==> config.mk <==
export PLATFORM = sky130hd
export DESIGN_NAME = mem_bus_responder
export DESIGN_NICKNAME = d
export VERILOG_FILES = /design/src/rtl/bus_map_pkg.sv /design/src/rtl/ram_256x16.sv /design/src/rtl/mem_bus_responder.sv
export SDC_FILE = /design/constraint.sdc
export NUM_CORES = 2
export LEC_CHECK = 0
export ABC_AREA = 1
export CAP_MARGIN = 30
export CORE_MARGIN = 2
export CORE_UTILIZATION = 50
export DETAILED_ROUTE_END_ITERATION = 16
export DONT_BUFFER_PORTS = 1
export GPL_ROUTABILITY_DRIVEN = 0
export PLACE_DENSITY_LB_ADDON = 0.3
export SLEW_MARGIN = 20
export SYNTH_ARGS = -nofsm -noshare
export SYNTH_HDL_FRONTEND = slang
export SYNTH_SLANG_ARGS = --single-unit
==> constraint.sdc <==
create_clock -name clk -period 3.4 [get_ports clk]
set_input_delay 0.68 -clock clk [delete_from_list [all_inputs] [get_ports clk]]
set_output_delay 0.68 -clock clk [all_outputs]
set_load 0.02 [all_outputs]
==> src/rtl/bus_map_pkg.sv <==
// Bus map shared by the memory-side responder and its RAM.
// Holds the address region codes, the blank seven-segment pattern and the
// data/peripheral width constants.
package bus_map_pkg;

    localparam int RAM_AW = 8;
    localparam int DW     = 16;
    localparam int LED_W  = 10;
    localparam int SW_W   = 10;
    localparam int HEX_W  = 7;
    localparam int HEX_N  = 6;

    localparam logic [3:0] REG_RAM  = 4'h0;
    localparam logic [3:0] REG_LED  = 4'h1;
    localparam logic [3:0] REG_HEX  = 4'h2;
    localparam logic [3:0] REG_SW   = 4'h3;
    // Unmapped code used as the reset value of the pipelined region, so that
    // din selects the (reset) peripheral register rather than the RAM output.
    localparam logic [3:0] REG_NONE = 4'hF;

    localparam logic [HEX_W-1:0] HEX_BLANK = 7'h7F;

endpackage

==> src/rtl/ram_256x16.sv <==
// Single-port synchronous RAM, 2**AW words of DW bits.
// Ports:
//   clk   - clock
//   we    - write enable, commits wdata to addr at the rising edge
//   addr  - word address
//   wdata - write data
//   rdata - registered read data (old contents on a same-address write)
// No reset, so contents survive a system reset and it maps onto block RAM.
module ram_256x16 #(
    parameter int AW = 8,
    parameter int DW = 16
) (
    input  logic          clk,
    input  logic          we,
    input  logic [AW-1:0] addr,
    input  logic [DW-1:0] wdata,
    output logic [DW-1:0] rdata
);

    logic [DW-1:0] mem [2**AW];

    always_ff @(posedge clk) begin
        if (we) begin
            mem[addr] <= wdata;
        end
        rdata <= mem[addr];
    end

endmodule

==> src/rtl/mem_bus_responder.sv <==
// Memory-side responder for the processor address/data bus.
// Decodes addr[15:12] into RAM, LED, HEX and switch regions; writes commit on
// the clock edge where w=1, reads return on din one cycle after addr.
// Ports:
//   clk, reset       - clock, asynchronous active-high reset
//   addr, dout, w    - bus address, write data, write enable from the processor
//   din              - registered read data to the processor
//   sw               - raw board switches (asynchronous)
//   ledr             - LED register
//   hex0..hex5       - seven-segment registers, active-low segments
module mem_bus_responder
    import bus_map_pkg::*;
(
    input  logic              clk,
    input  logic              reset,
    input  logic [DW-1:0]     addr,
    input  logic [DW-1:0]     dout,
    input  logic              w,
    output logic [DW-1:0]     din,
    input  logic [SW_W-1:0]   sw,
    output logic [LED_W-1:0]  ledr,
    output logic [HEX_W-1:0]  hex0,
    output logic [HEX_W-1:0]  hex1,
    output logic [HEX_W-1:0]  hex2,
    output logic [HEX_W-1:0]  hex3,
    output logic [HEX_W-1:0]  hex4,
    output logic [HEX_W-1:0]  hex5
);

    logic [3:0]       region;
    logic [3:0]       region_q;
    logic             ram_we;
    logic             led_we;
    logic             hex_we;
    logic [DW-1:0]    ram_rdata;
    logic [DW-1:0]    periph_next;
    logic [DW-1:0]    periph_q;
    logic [LED_W-1:0] ledr_q;
    logic [HEX_W-1:0] hex_reg [HEX_N];
    logic [SW_W-1:0]  sw_meta;
    logic [SW_W-1:0]  sw_sync;

    // RAM aliases across addr[11:8].
    logic unused_addr;
    assign unused_addr = ^addr[11:8];

    assign region = addr[15:12];
    assign ram_we = w && (region == REG_RAM);
    assign led_we = w && (region == REG_LED);
    assign hex_we = w && (region == REG_HEX);

    ram_256x16 #(
        .AW (RAM_AW),
        .DW (DW)
    ) u_ram (
        .clk   (clk),
        .we    (ram_we),
        .addr  (addr[RAM_AW-1:0]),
        .wdata (dout),
        .rdata (ram_rdata)
    );

    always_ff @(posedge clk or posedge reset) begin
        if (reset) begin
            ledr_q <= '0;
            for (int i = 0; i < HEX_N; i++) begin
                hex_reg[i] <= HEX_BLANK;
            end
        end else begin
            if (led_we) begin
                ledr_q <= dout[LED_W-1:0];
            end
            // Indices 6 and 7 match no register, so those writes fall away.
            for (int i = 0; i < HEX_N; i++) begin
                if (hex_we && (addr[2:0] == 3'(i))) begin
                    hex_reg[i] <= dout[HEX_W-1:0];
                end
            end
        end
    end

    always_ff @(posedge clk or posedge reset) begin
        if (reset) begin
            sw_meta <= '0;
            sw_sync <= '0;
        end else begin
            sw_meta <= sw;
            sw_sync <= sw_meta;
        end
    end

    // Peripheral read value is built from current register contents, so a
    // write in the same cycle is seen only on the following sample.
    always_comb begin
        periph_next = '0;
        case (region)
            REG_LED: periph_next = {{(DW-LED_W){1'b0}}, ledr_q};
            REG_HEX: begin
                for (int i = 0; i < HEX_N; i++) begin
                    if (addr[2:0] == 3'(i)) begin
                        periph_next = {{(DW-HEX_W){1'b0}}, hex_reg[i]};
                    end
                end
            end
            REG_SW:  periph_next = {{(DW-SW_W){1'b0}}, sw_sync};
            default: periph_next = '0;
        endcase
    end

    always_ff @(posedge clk or posedge reset) begin
        if (reset) begin
            periph_q <= '0;
            region_q <= REG_NONE;
        end else begin
            periph_q <= periph_next;
            region_q <= region;
        end
    end

    // Both mux inputs and the select are flops: no input reaches din
    // combinationally, and reset forces the peripheral leg (zero).
    assign din  = (region_q == REG_RAM) ? ram_rdata : periph_q;

    assign ledr = ledr_q;
    assign hex0 = hex_reg[0];
    assign hex1 = hex_reg[1];
    assign hex2 = hex_reg[2];
    assign hex3 = hex_reg[3];
    assign hex4 = hex_reg[4];
    assign hex5 = hex_reg[5];

endmodule

; Word level (Yosys, flattened, before mapping)
; Memory sizes are Yosys's and may differ from the RTL's. A register that Yosys moved wholly into a read port is not among the register bits.
; Index checks and enable logic that the tools add are counted.
[totals]
mem_count = 1
out_inout_bits = 68
wordCells = 42
inputBits = 45
reg_bits = 92
mem_bits_rw = 4096
[op_classes]
eq_ne = 8
mux = 10
reduce_logical = 12
[mem_list]
columns = name, words, width, rd, rd_ports_with_merged_regs, wr, line
row1 = u_ram.mem, 256, 16, 1, 1, 1, ram_256x16.sv:20  ; logic [DW-1:0] mem [2**AW];
[ops]
columns = operator, n
row1 = $mux 16, 6
row2 = $pmux 16 s3, 1
row3 = $logic_and 1x1->1, 9
row4 = $eq 4x2->1 const B, 2
row5 = $logic_not 4->1, 2
row6 = $mux 7, 1
row7 = $eq 3x2->1 const B, 2
row8 = $eq 3x3->1 const B, 2
row9 = $eq 4x1->1 const B, 1
row10 = $eq 3x1->1 const B, 1
row11 = $logic_not 3->1, 1
row12 = $mux 1, 2

; Longest topological paths before layout
[depth]
word_depth = 8
ltp_mapped = 16
depth_no_buf = 13

; Modules after synthesis
; From an unflattened synthesis, not the netlist that was laid out.
[hier_totals]
hier_cells = 16042
hier_area_um2 = 171799.8
[by_module_without_submodules]
columns = mod, seq_area_each_um2, area_per_inst_um2, cells_each, instances
row1 = ram_256x16, 123318.3, 168111.2, 15662, 1
row2 = mem_bus_responder, 2209.6, 3688.5, 380, 1

; Worst setup path before layout
; No wires, ideal clock.
[synth_timing]
kind = input to register
start = input port addr[1]
end = memory u_ram.mem[110][0], enable pin
path_buffers = 5
required_time_ns = 3.012
path_stages = 11
setup_slack_ns = 0.398
setup_time_ns = 0.388
arrival_time_ns = 2.613
path_cell_list = buf_4 -> inv_4 -> nor2_4 -> buf_4 -> buf_4 -> buf_2 -> inv_1 -> nor2_1 -> nand2_1 -> clkbuf_1 -> nor2_1
[synth_lines]
columns = element, line
row1 = from (decl), mem_bus_responder.sv:16  ; input logic [DW-1:0] addr,
row2 = to (decl), ram_256x16.sv:20
; Straight into the memory's write port.

; Final worst setup path
[layout_timing]
start = register region_q[1]
end = output port din[10]
[layout_via]
elab_chain_len = 2
[layout_rtl]
columns = element, line
row1 = from (decl), mem_bus_responder.sv:31  ; logic [3:0] region_q;
row2 = from (signal assigned), mem_bus_responder.sv:116  ; region_q <= region;
row3 = $logic_not 4->1, mem_bus_responder.sv:122  ; assign din = (region_q == REG_RAM) ? ram_rdata : periph_q;
row4 = $mux 16, mem_bus_responder.sv:122
row5 = to (decl), mem_bus_responder.sv:19  ; output logic [DW-1:0] din,
; No other way between the ends.

==> results.py <==
metrics = {
    "run_status": {
        "outcome": "finished, violations left",
        "violations": "negative setup slack",
    },
    "logic_synthesis": {
        "syn_nets": 14500,
        "synth_cells": 14500,
        "synth_top_flop_cell": "edfxtp_1",
        "seq_area_frac_synth_pct": 75.3,
        "netlist_area_mm2": 0.167,
        "synth_edf_count": 4096,
        "ys_ff_latch": 4198,
        "yosysWarnings": 0,
        "async_flop_share_pct": 2.05,
        "ys_types": 31,
        "synth.avg_cell_area_um2": 11.5,
    },
    "grt": {
        "antenna_found_initial": 28,
        "overflow": 0,
        "grt_max_degree": 943,
        "grt_pass1_vias": 106000,
        "grt_pass1_wl_um": 730000,
        "grt_use_total_pct": 29.6,
    },
    "timing": {
        "holdWs_ns": 0.0440,
        "slew_headroom_pct": 1.07,
        "period_needed_ns": 3.44,
        "setup_viol": 4,
        "rsz0062_at_grt": "yes",
        "hold_viol": 0,
        "post-route-period-util_pct": 101,
        "clock.fmax_mhz": 291,
        "slew_viol_final": 0,
        "postLayoutSetupSlackWorst_ns": -0.0413,
        "tightest_slew_ns": 1.48,
        "finClkSkew_ns": 0.0709,
    },
    "critical_path": {
        "crit_required_ns": 2.72,
        "crit_fanout": 7,
        "arrival_ns": 2.76,
        "endpoint_kind": "output pin",
        "crit_start": "region_q[1]",
        "critPathKind": "flip-flop to output pin",
        "worst_setup_path_start_kind": "flip-flop",
        "reg2reg_from": "u_ram.mem[209][5]",
    },
    "pwr": {
        "p_comb_share_pct": 5.8,
        "internal_power_mw": 85.3,
        "powerDensity_mw_per_mm2": 560,
        "clkPwrFrac_pct": 42.1,
        "p_sw_mw": 24.6,
        "switching_share_pct": 22.4,
        "p_leak_nw": 74.3,
        "p_seq_share_pct": 52.1,
        "irDropWorstVdd_uv": 514,
    },
    "final_layout": {
        "design_area_mm2": 0.196,
        "drive_above_1_share_pct": 11.7,
        "layout_common_cells": "nand2_1 (7288), edfxtp_1 (4096), nor2_1 (818)",
        "layout.nets": 15400,
        "area_growth_pct": 17.7,
        "final_common_cell": "nand2_1",
    },
    "floorplanning": {
        "die_area_mm2": 0.338,
        "coreArea_mm2": 0.333,
        "ios": 113,
        "fp.dieH_um": 582,
        "num_rows": 212,
        "floorplan.initialDensity_pct": 50.1,
        "die_w_um": 582,
    },
    "run": {
        "cap_violations": 0,
    },
    "worst_hold_path": {
        "hp-class": "primary input to flip-flop",
        "holdCritStartpoint": "dout[14]",
    },
    "cts": {
        "cts_tree": "yes",
        "clk_pin_slew_ns": 0.06,
        "cts_buffers": 416,
        "htree_num_levels": 5,
        "cts_max_path_buffers": 4,
        "cts_root_buffer": "clkbuf_16",
        "numClockSinks": 4198,
        "clock_latency_ns": 1.02,
    },
    "detailed_routing": {
        "drc": 0,
        "wirelength_um": 521000,
        "drtPass1Iterations": 6,
        "ant_nets": 0,
        "drt_iter0_markers": 16200,
        "wl_per_cell_um": 26.0,
        "via_per_inst": 5.70,
        "vias": 114000,
    },
    "placement": {
        "placed_area_mm2": 0.181,
        "dp_hpwl_um": 279000,
        "io_buffers": 0,
    },
}
-- registers in the layout, indices dropped and copies added, names as in the netlist --
| name | count |
|---|---|
| u_ram.rdata | 16 |
| hex1 | 7 |
| u_ram.mem | 4096 |
| hex5 | 7 |
| hex3 | 7 |
| hex0 | 7 |
| sw_meta | 10 |
| region_q | 4 |
| ledr | 10 |
| sw_sync | 10 |
| periph_q | 10 |
| hex4 | 7 |
| hex2 | 7 |
-- routing by layer --
metal  part of all wire (%)  routed length (um)  vias to the layer above  GRT usage (%)
li1                       -                   -                    50700              -
met1                     37              194000                    55600           40.1
met2                     46              238000                     6989           46.3
met3                     12               63900                     1076           6.58
met4                    4.9               25700                       18           13.0
met5                  0.022                 114                        -              0
-- critical path, stage by stage (launching register included) --
cell,delay [ns]
dfstp_2,0.36
nor2_1,0.12
nand2_2,0.32
nor2_2,0.68
buf_4,0.26
-- per-stage QoR --
step | setup WS, ns | setup TNS (ns) | std cells | util, % | total power, mW
after floorplan | 0.398 | 0 | 14500 | - | 61.0
after global placement | -0.812 | -51.04 | 19200 | 54.4 | 63.3
after detailed placement | -0.850 | -56.22 | 19200 | 54.4 | 63.4
after CTS | 0.0144 | 0 | 20000 | 58.8 | 109
after global routing | -0.0189 | -0.0451 | 20100 | 59.0 | 112
final | -0.0413 | -0.103 | 20100 | 59.0 | 110
-- power groups by stage --
stage               combinational [mW]  sequential (mW)  clock [mW]
detailed placement                5.07             58.3           0
finish                            6.40             57.2        46.2
CTS                               5.86             57.2        46.4
global placement                  5.02             58.3           0
global route                      6.76             57.2        48.4
floorplan                         2.83             58.2           0
-- final cells by class --
class / count / area (um^2)
Antenna cell: 16 / 40.0
Clock buffer: 499 / 10900
Clock inverter: 272 / 2710
Fill cell: 25900 / 136000
Inverter: 79 / 357
Multi-Input combinational cell: 9468 / 37900
Sequential cell: 4198 / 126000
Tap cell: 4387 / 5490
Timing Repair Buffer: 1157 / 13400
-- cells in the mapped netlist (7+ instances only) --
master	number	area, um^2
buf_1	63	236
a22oi_1	44	330
o2111ai_1	7	61.3
mux2_2	11	124
clkbuf_1	301	1130
inv_1	68	255
dfstp_2	46	1210
a21oi_1	277	1390
nand3_1	339	1700
o21ai_0	367	1840
nor2_1	835	3130
dfxtp_1	16	320
o211ai_1	12	90.1
o21ai_1	19	95.1
buf_2	357	1790
nand2_1	7306	27400
nand4_1	240	1500
dfrtp_1	40	1000
edfxtp_1	4096	123000
-- worst paths after layout --
path | to | slack, ns | cells past startpoint
max reg2reg | u_ram.rdata[5] | 1.02 | 13
min | u_ram.mem[172][14] | 0.04 | 1
max | din[10] | -0.04 | 4
max in group asynchronous | hex5[3] | 2.37 | 3
min reg2reg | sw_sync[5] | 0.35 | 0
min in group asynchronous | sw_sync[0] | 0.22 | 2
-- cell families after synthesis --
kind of cell           Yosys count  synth area share (%)
buffers and inverters          806                  2.10
AND/OR/NAND/NOR               8730                  20.3
flip-flops                    4198                  75.3
AO/OA/AOI/OAI                  727                  2.28
multiplexers                    11                0.0743
-- what timing repair did --
action | CTS | global route
hold buffers | 54 | 6
resized for setup | 4 | 9
endpoints found under the hold margin | 1782 | 73
buffers inserted | 0 | 3
setup endpoints to repair | 14 | 2093
gates cloned | 0 | 14
(Power assumes the default switching activity.)
